### src/rtl/freq_meter_hertz_pkg.sv
// Shared constants and helpers for the Hertz-domain blocks (dividers and meters).
package freq_meter_hertz_pkg;

  // Board system clock, shared with the Hertz-rate clock dividers.
  localparam int unsigned CLK_FREQ_HZ = 12_000_000;

  // Gate window length in system clock cycles.
  function automatic int unsigned calcWindow(input int unsigned clkFreq,
                                             input int unsigned gateHz);
    return clkFreq / gateHz;
  endfunction

  // True when the gate rate yields a whole number of clock cycles per window.
  function automatic bit gateDividesClock(input int unsigned clkFreq,
                                          input int unsigned gateHz);
    return (gateHz != 0) && ((clkFreq % gateHz) == 0);
  endfunction

endpackage

### src/rtl/sync_edge_detect.sv
// Two-flop synchronizer followed by a registered rising-edge pulse.
// Reusable for buttons and any other asynchronous input.
module sync_edge_detect (
  input  logic clk,
  input  logic rst,
  input  logic async_in,
  output logic sync_out,
  output logic rise_pulse
);

  logic sync1_q;
  logic sync2_q;
  logic prev_q;
  logic rise_q;
  logic rise_d;

  assign rise_d = sync2_q & ~prev_q;

  // Resynchronize the input, remember its previous level and register the rising-edge pulse.
  always_ff @(posedge clk) begin
    if (rst) begin
      sync1_q <= 1'b0;
      sync2_q <= 1'b0;
      prev_q  <= 1'b0;
      rise_q  <= 1'b0;
    end else begin
      sync1_q <= async_in;
      sync2_q <= sync1_q;
      prev_q  <= sync2_q;
      rise_q  <= rise_d;
    end
  end

  assign sync_out   = sync2_q;
  assign rise_pulse = rise_q;

endmodule

### src/rtl/freq_meter_hertz.sv
// Gated frequency meter: counts rising edges of sig_in over a fixed window
// and publishes the scaled result in Hertz with a one-cycle valid strobe.
module freq_meter_hertz
  import freq_meter_hertz_pkg::*;
#(
  parameter int unsigned CLK_FREQ     = CLK_FREQ_HZ,
  parameter int unsigned GATE_HZ      = 1,
  parameter int unsigned COUNT_WIDTH  = 32,
  parameter int unsigned LOST_WINDOWS = 2
) (
  input  logic                   clk,
  input  logic                   rst,
  input  logic                   enable,
  input  logic                   sig_in,
  output logic [COUNT_WIDTH-1:0] freq_hz,
  output logic                   meas_valid,
  output logic                   overflow,
  output logic                   signal_lost
);

  localparam int unsigned WIN    = calcWindow(CLK_FREQ, GATE_HZ);
  localparam int unsigned GATE_W = (WIN > 1) ? $clog2(WIN) : 1;
  localparam int unsigned LOST_W = $clog2(LOST_WINDOWS + 1);
  localparam int unsigned PROD_W = COUNT_WIDTH + 32;

  localparam logic [COUNT_WIDTH-1:0] COUNT_MAX  = '1;
  localparam logic [GATE_W-1:0]      GATE_LAST  = GATE_W'(WIN - 1);
  localparam logic [LOST_W-1:0]      LOST_LIMIT = LOST_W'(LOST_WINDOWS);
  localparam logic [PROD_W-1:0]      GATE_MULT  = PROD_W'(GATE_HZ);

  if (!gateDividesClock(CLK_FREQ, GATE_HZ)) begin : gBadGate
    $error("freq_meter_hertz: GATE_HZ must divide CLK_FREQ exactly");
  end

  logic                   edgeDet;
  logic                   unusedSyncLevel;

  logic [GATE_W-1:0]      gateCnt_q,    gateCnt_d;
  logic [COUNT_WIDTH-1:0] edgeCnt_q,    edgeCnt_d;
  logic                   ovfPending_q, ovfPending_d;
  logic [LOST_W-1:0]      lostCnt_q,    lostCnt_d;
  logic [COUNT_WIDTH-1:0] freq_q,       freq_d;
  logic                   valid_q,      valid_d;
  logic                   overflow_q,   overflow_d;
  logic                   lost_q,       lost_d;

  logic                   windowEnd;
  logic                   edgeInc;
  logic                   edgeAtMax;
  logic [COUNT_WIDTH-1:0] countTotal;
  logic                   ovfTotal;
  logic [PROD_W-1:0]      product;
  logic                   mulSat;
  logic [COUNT_WIDTH-1:0] resultHz;
  logic [LOST_W-1:0]      lostNext;

  // The synchronized level is not needed here; only the edge pulse is counted.
  sync_edge_detect uSync (
    .clk       (clk),
    .rst       (rst),
    .async_in  (sig_in),
    .sync_out  (unusedSyncLevel),
    .rise_pulse(edgeDet)
  );

  // An edge arriving in the closing cycle still belongs to the closing window,
  // so the published total folds it in before the counter is cleared.
  assign windowEnd  = enable && (gateCnt_q == GATE_LAST);
  assign edgeInc    = edgeDet && enable;
  assign edgeAtMax  = (edgeCnt_q == COUNT_MAX);
  assign countTotal = (edgeInc && !edgeAtMax) ? edgeCnt_q + COUNT_WIDTH'(1) : edgeCnt_q;
  assign ovfTotal   = ovfPending_q || (edgeInc && edgeAtMax);
  assign product    = PROD_W'(countTotal) * GATE_MULT;
  assign mulSat     = |product[PROD_W-1:COUNT_WIDTH];
  assign resultHz   = mulSat ? COUNT_MAX : product[COUNT_WIDTH-1:0];
  assign lostNext   = (lostCnt_q == LOST_LIMIT) ? lostCnt_q : lostCnt_q + LOST_W'(1);

  // Next-state logic: advance the gate, accumulate edges and publish on window end.
  always_comb begin
    gateCnt_d    = gateCnt_q;
    edgeCnt_d    = edgeCnt_q;
    ovfPending_d = ovfPending_q;
    lostCnt_d    = lostCnt_q;
    freq_d       = freq_q;
    valid_d      = 1'b0;
    overflow_d   = overflow_q;
    lost_d       = lost_q;

    if (!enable) begin
      gateCnt_d    = '0;
      edgeCnt_d    = '0;
      ovfPending_d = 1'b0;
    end else if (windowEnd) begin
      gateCnt_d    = '0;
      edgeCnt_d    = '0;
      ovfPending_d = 1'b0;
      freq_d       = resultHz;
      overflow_d   = ovfTotal || mulSat;
      valid_d      = 1'b1;
      if (countTotal == '0) begin
        lostCnt_d = lostNext;
        lost_d    = (lostNext == LOST_LIMIT);
      end else begin
        lostCnt_d = '0;
        lost_d    = 1'b0;
      end
    end else begin
      gateCnt_d    = gateCnt_q + GATE_W'(1);
      edgeCnt_d    = countTotal;
      ovfPending_d = ovfTotal;
    end
  end

  // State register with synchronous clear of every counter and published result.
  always_ff @(posedge clk) begin
    if (rst) begin
      gateCnt_q    <= '0;
      edgeCnt_q    <= '0;
      ovfPending_q <= 1'b0;
      lostCnt_q    <= '0;
      freq_q       <= '0;
      valid_q      <= 1'b0;
      overflow_q   <= 1'b0;
      lost_q       <= 1'b0;
    end else begin
      gateCnt_q    <= gateCnt_d;
      edgeCnt_q    <= edgeCnt_d;
      ovfPending_q <= ovfPending_d;
      lostCnt_q    <= lostCnt_d;
      freq_q       <= freq_d;
      valid_q      <= valid_d;
      overflow_q   <= overflow_d;
      lost_q       <= lost_d;
    end
  end

  assign freq_hz     = freq_q;
  assign meas_valid  = valid_q;
  assign overflow    = overflow_q;
  assign signal_lost = lost_q;

endmodule
### config.mk
export PLATFORM = sky130hd
export DESIGN_NAME = freq_meter_hertz
export DESIGN_NICKNAME = d
export VERILOG_FILES = /design/src/rtl/freq_meter_hertz_pkg.sv /design/src/rtl/sync_edge_detect.sv /design/src/rtl/freq_meter_hertz.sv
export SDC_FILE = /design/constraint.sdc
export NUM_CORES = 1
export LEC_CHECK = 0
export ABC_CLOCK_PERIOD_IN_PS = 7300
export CORE_ASPECT_RATIO = 0.8
export CORE_MARGIN = 4
export CORE_UTILIZATION = 60
export CTS_CLUSTER_SIZE = 30
export DETAILED_ROUTE_END_ITERATION = 12
export PLACE_DENSITY = 0.82
export SYNTH_ARGS = -nofsm -noshare
export SYNTH_HDL_FRONTEND = slang
export SYNTH_SLANG_ARGS = --single-unit
### constraint.sdc
create_clock -name clk -period 7.3 [get_ports clk]
set_clock_uncertainty 0.2 [all_clocks]
set_input_delay 1.46 -clock clk [delete_from_list [all_inputs] [get_ports clk]]
set_output_delay 1.46 -clock clk [all_outputs]
set_load 0.1 [all_outputs]
== Word level (Yosys, flattened, before mapping) ==
Cells that the tools add are included.
Word-level totals
  input port bits: 4
  bits in registers: 98
  output and inout bits: 35
  word-level logic and storage cells: 37
Operators by class
  $add $sub $neg: 3
  eq/ne operators: 4
  reductions and logical operators: 10
  bitwise logic cells: 3
  muxes and demuxes: 5
Operator list (count)
  $add A32 B1 Y32 const B: 1
  $eq A32 B32 Y1 const B: 1
  $logic_not A32 Y1: 1
  $mux W32: 1
  $add A24 B1 Y24 const B: 1
  $eq A24 B24 Y1 const B: 1
  $eq A2 B2 Y1 const B: 2
  $logic_and A1 B1 Y1: 4
  $mux W2: 2
  $reduce_or A3 Y1: 1
  $add A2 B1 Y2 const B: 1
  $mux W1: 2
  $not A1 Y1: 2
  $reduce_and A2 Y1: 1
  $reduce_or A2 Y1: 1
  $and A1 B1 Y1: 1
  $logic_not A1 Y1: 1
  $logic_or A1 B1 Y1: 1

== Longest topological paths before layout ==
  word-level depth: 6
  mapped depth: 11
  gate-level depth less buffers: 9

== By module ==
A second synthesis with hierarchy kept.
Unflattened totals
  cell total of the unflattened synthesis: 519
  area, all modules: 4423.0 um2
By module, submodules not included
  freq_meter_hertz: area each 4311.6 um2, cells an instance 511, sequential area each 1861.8 um2, instances 1
  sync_edge_detect: area each 111.4 um2, cells an instance 8, sequential area each 80.1 um2, instances 1

== Worst setup path before layout ==
Ideal clock, no wire load.
  path kind: input to register
  from: input enable
  to: register lostCnt_q[0]
  cell stages on the path: 8
  data arrival time: 3.453 ns
  setup time: 0.057 ns
  path slack: 3.590 ns
  data required time: 7.043 ns
  buffers on the path: 0
  cell sequence: and4_2 > nand2_4 > or4_4 > o21ai_2 > nand4_1 > or4_1 > nor4_2 > a21o_1
Between the ends
  longest elaborated chain between the ends: 5
RTL lines
  from (decl): RTL line freq_meter_hertz.sv:13  | input logic enable,
  $logic_and A1 B1 Y1: RTL line freq_meter_hertz.sv:69  | assign edgeInc = edgeDet && enable;
  $logic_and A1 B1 Y1: RTL line freq_meter_hertz.sv:71  | assign countTotal = (edgeInc && !edgeAtMax) ? edgeCnt_q + COUNT_WIDTH'(1) : edgeCnt_q;
  $mux W32: RTL line freq_meter_hertz.sv:71
  $logic_not A32 Y1: RTL line freq_meter_hertz.sv:100  | if (countTotal == '0) begin
  $mux W2: RTL line freq_meter_hertz.sv:100
  to (signal assigned): RTL line freq_meter_hertz.sv:129  | lostCnt_q <= lostCnt_d;
  to (decl): RTL line freq_meter_hertz.sv:41  | logic [LOST_W-1:0] lostCnt_q, lostCnt_d;
Parallel ways exist; a longest one is shown, timed or not.
A chain may end at the register's enable or synchronous reset.

== Final worst setup path ==
  from: input enable
  to: register edgeCnt_q[25]
Between the ends
  longest elaborated chain between the ends: 3
RTL lines
  $logic_and A1 B1 Y1: RTL line freq_meter_hertz.sv:69
  $logic_and A1 B1 Y1: RTL line freq_meter_hertz.sv:71
  $mux W32: RTL line freq_meter_hertz.sv:71
  to (signal assigned): RTL line freq_meter_hertz.sv:127  | edgeCnt_q <= edgeCnt_d;
  to (decl): RTL line freq_meter_hertz.sv:39  | logic [COUNT_WIDTH-1:0] edgeCnt_q, edgeCnt_d;
Parallel ways exist; a longest one is shown, timed or not.

==> results.cfg <==
[synthesis]
synth_seq_cells = 97
syn_avg_cell_area_um2 = 8.866
synthSimpleGateAreaFrac_pct = 29.74
synth_compound_gate_area_share_pct = 9.193
synth_top_area_share_pct = 43.63
synthXorXnorAreaFrac_pct = 10.63
synth_ff_type = dfxtp_1
muxShareOfSynthArea_pct = 2.052
synth_area_leaders = dfxtp_1 44%, nor2_1 8.3%, xnor2_1 7.1%
synth_top_family_by_area = simple AND/OR/NAND/NOR gates
synthAdderAreaFrac_pct = 0.8434
synth_cell_types = 54
async_flop_share_pct = 0
synth_top_area_cell = dfxtp_1
syn_inst = 502
synth_area_um2 = 4451
synth_common_cells = 99 x nor2_1, 97 x dfxtp_1, 36 x xnor2_1, 30 x a211oi_1, 29 x nand2_1
yosysMostFrequentCell = nor2_1
synth_seq_area_share_pct = 43.63
syn_nets = 509
yosysWarnings = 0
synth_edf_count = 0

[detailed_routing]
drtIter0Drc = 279
drt_wl_total_um = 10360
ant_nets = 0
drt_first_pass_iters = 5
wl_met2_um = 4639
dr_total_vias = 3733
wl_met1_um = 5074
via_per_inst = 6.021
highest_layer = met4
remaining_drc_errors = 0
wire_per_inst_um = 16.70
dr_wl_met3_um = 537

[floorplanning]
design.die.area_um2 = 8868
start_util_pct = 63.03
fp.dieW_um = 104.3
rows = 27
die_h_um = 85.03
io_pins = 39
core_um2 = 7061

[global_route]
track_usage_pct = 23.89
grt_overflow = 0
grt_pass1_vias = 3565
grt_pass1_wl_um = 17310
antenna_found_initial = 0
grt_max_degree = 65

[final_layout]
diodes = 0
fillers = 563
postLayoutCoreUtil_pct = 71.50
final_cells = 620
layout.nets = 535
area_growth_pct = 13.44
drive_gt1_share_pct = 8.068
stdcell_area_um2 = 5049

[sta]
setup_viol = 0
hold_viol_final = 0
min_period_over_period_pct = 66.37
slew_violations = 0
whs_ns = 0.2153
rsz0062_at_grt = false
timing.fmax_mhz = 206.4
timing.final.ws_setup_ns = 2.455
max_slew.worst_pin.slew_ns = 0.9870
period_minus_slack_ns = 4.845
setup_tns_ns = 0
slew_headroom_pct = 34.00

[clocking]
clk_path_buf_depth = 2
cts_sinks = 97
cts_tree = built
cts_setup_buffers = 0
clkTransAtPathRegs_ns = 0.10
holdBufCountCts = 0
h-tree-depth = 3
post_cts_resized = 0
clockRootBuffer = clkbuf_8
cts_buffers = 9
clkLatencyLatePin_ns = 0.36

[power]
peakVddDrop_v = 0.0001230
cellPowerDensity_nw_per_um2 = 186.2
power.total_uw = 940.0
p_leak_nw = 1.670

[setup_path]
cp.arrival_ns = 4.89
required_ns = 7.34
crit_path_start_kind = input pin
crit_fanout = 64
timing.critical_path.to_type = flop
critPathKind = in -> reg
reg2reg_depth = 10

[placement]
gp_congestion = 0.8942
port_buffers = 38
place_inst = 604
place_area_um2 = 4821
dp_hpwl_um = 7224
dp_slack_ns = 2.130

[min_path]
min_path_type = reg -> reg
min_delay_path_depth = 1

[run]
cap_viol_max_count = 0

[status]
status = complete, no violations
-- sequential cells by signal, summed over array words and instances, names as in the netlist --
signal            count
uSync.rise_pulse      1
edgeCnt_q            32
uSync.prev_q          1
uSync.sync_out        1
uSync.sync1_q         1
gateCnt_q            24
meas_valid            1
ovfPending_q          1
freq_hz              32
overflow              1
lostCnt_q             2
-- layout make-up --
class                   instances  area (um^2)  share of cell area [%]
multi-input cells             372         2341                   46.37
flip-flops and latches         97         1942                   38.46
repair buffers                 41        402.9                   7.980
clock buffers                  11        141.4                   2.801
well taps                      87        108.9                   2.156
clock inverters                 5        86.33                   1.710
inverters                       7        26.28                  0.5204
-- where the power goes --
group	total (mW)	switching, mW	internal, mW	leakage [nW]
sequential	0.531	0.000776	0.530	0.782
combinational	0.0152	0.0113	0.00397	0.774
clock	0.394	0.189	0.205	0.114
total	0.940	0.201	0.739	1.67
-- layer usage --
layer  track usage (%)  vias to the layer above
met1             32.64                     1783
li1                  -                     1821
met4             5.918                        0
met5                 0                        -
met2             38.57                      115
met3             5.399                       14
-- worst paths after layout --
check	slack (ns)	start	end
hold / removal	0.22	uSync.prev_q	uSync.rise_pulse
setup / recovery	2.46	enable	edgeCnt_q[25]
hold reg to reg	0.22	uSync.prev_q	uSync.rise_pulse
setup reg to reg	3.60	gateCnt_q[0]	edgeCnt_q[25]
-- kinds of logic after synthesis --
group                      after synthesis
and+or+nand+nor                        251
DFF                                     97
AOI/OAI and AO/OA                       55
xor gates and xnor gates                54
buffers and inverters                   33
muxes                                    9
adders and majority gates                3
-- critical path, cell delays in order --
cell and delay (ns):
clkdlybuf4s50_1 0.66, nor4b_1 0.36, nand3_1 0.21, nor3_4 0.17
buf_4 0.53, nor2_1 0.23, nand2_1 0.66, buf_4 0.45
nor2_1 0.09
-- cell usage in the layout (no fill, tap or decap), types with 4 or more instances in the layout --
| master | netlist | routed |
|---|---|---|
| clkdlybuf4s50_1 | 0 | 38 |
| xnor2_1 | 36 | 36 |
| nand3_1 | 22 | 22 |
| nor2b_1 | 4 | 4 |
| o21ai_0 | 6 | 6 |
| and4_1 | 6 | 6 |
| xor2_1 | 18 | 18 |
| mux2i_1 | 8 | 8 |
| nor2_1 | 99 | 99 |
| nor3_1 | 10 | 10 |
| clkbuf_8 | 1 | 10 |
| nand4_1 | 22 | 22 |
| a21oi_1 | 4 | 4 |
| or3_1 | 4 | 4 |
| nand2_1 | 29 | 29 |
| inv_1 | 7 | 7 |
| and2_1 | 8 | 8 |
| a211oi_1 | 30 | 30 |
| nor4_1 | 6 | 6 |
| a311oi_1 | 4 | 4 |
| dfxtp_1 | 97 | 97 |
| and3_1 | 14 | 14 |
No activity file was read; power rests on OpenSTA's default activity.
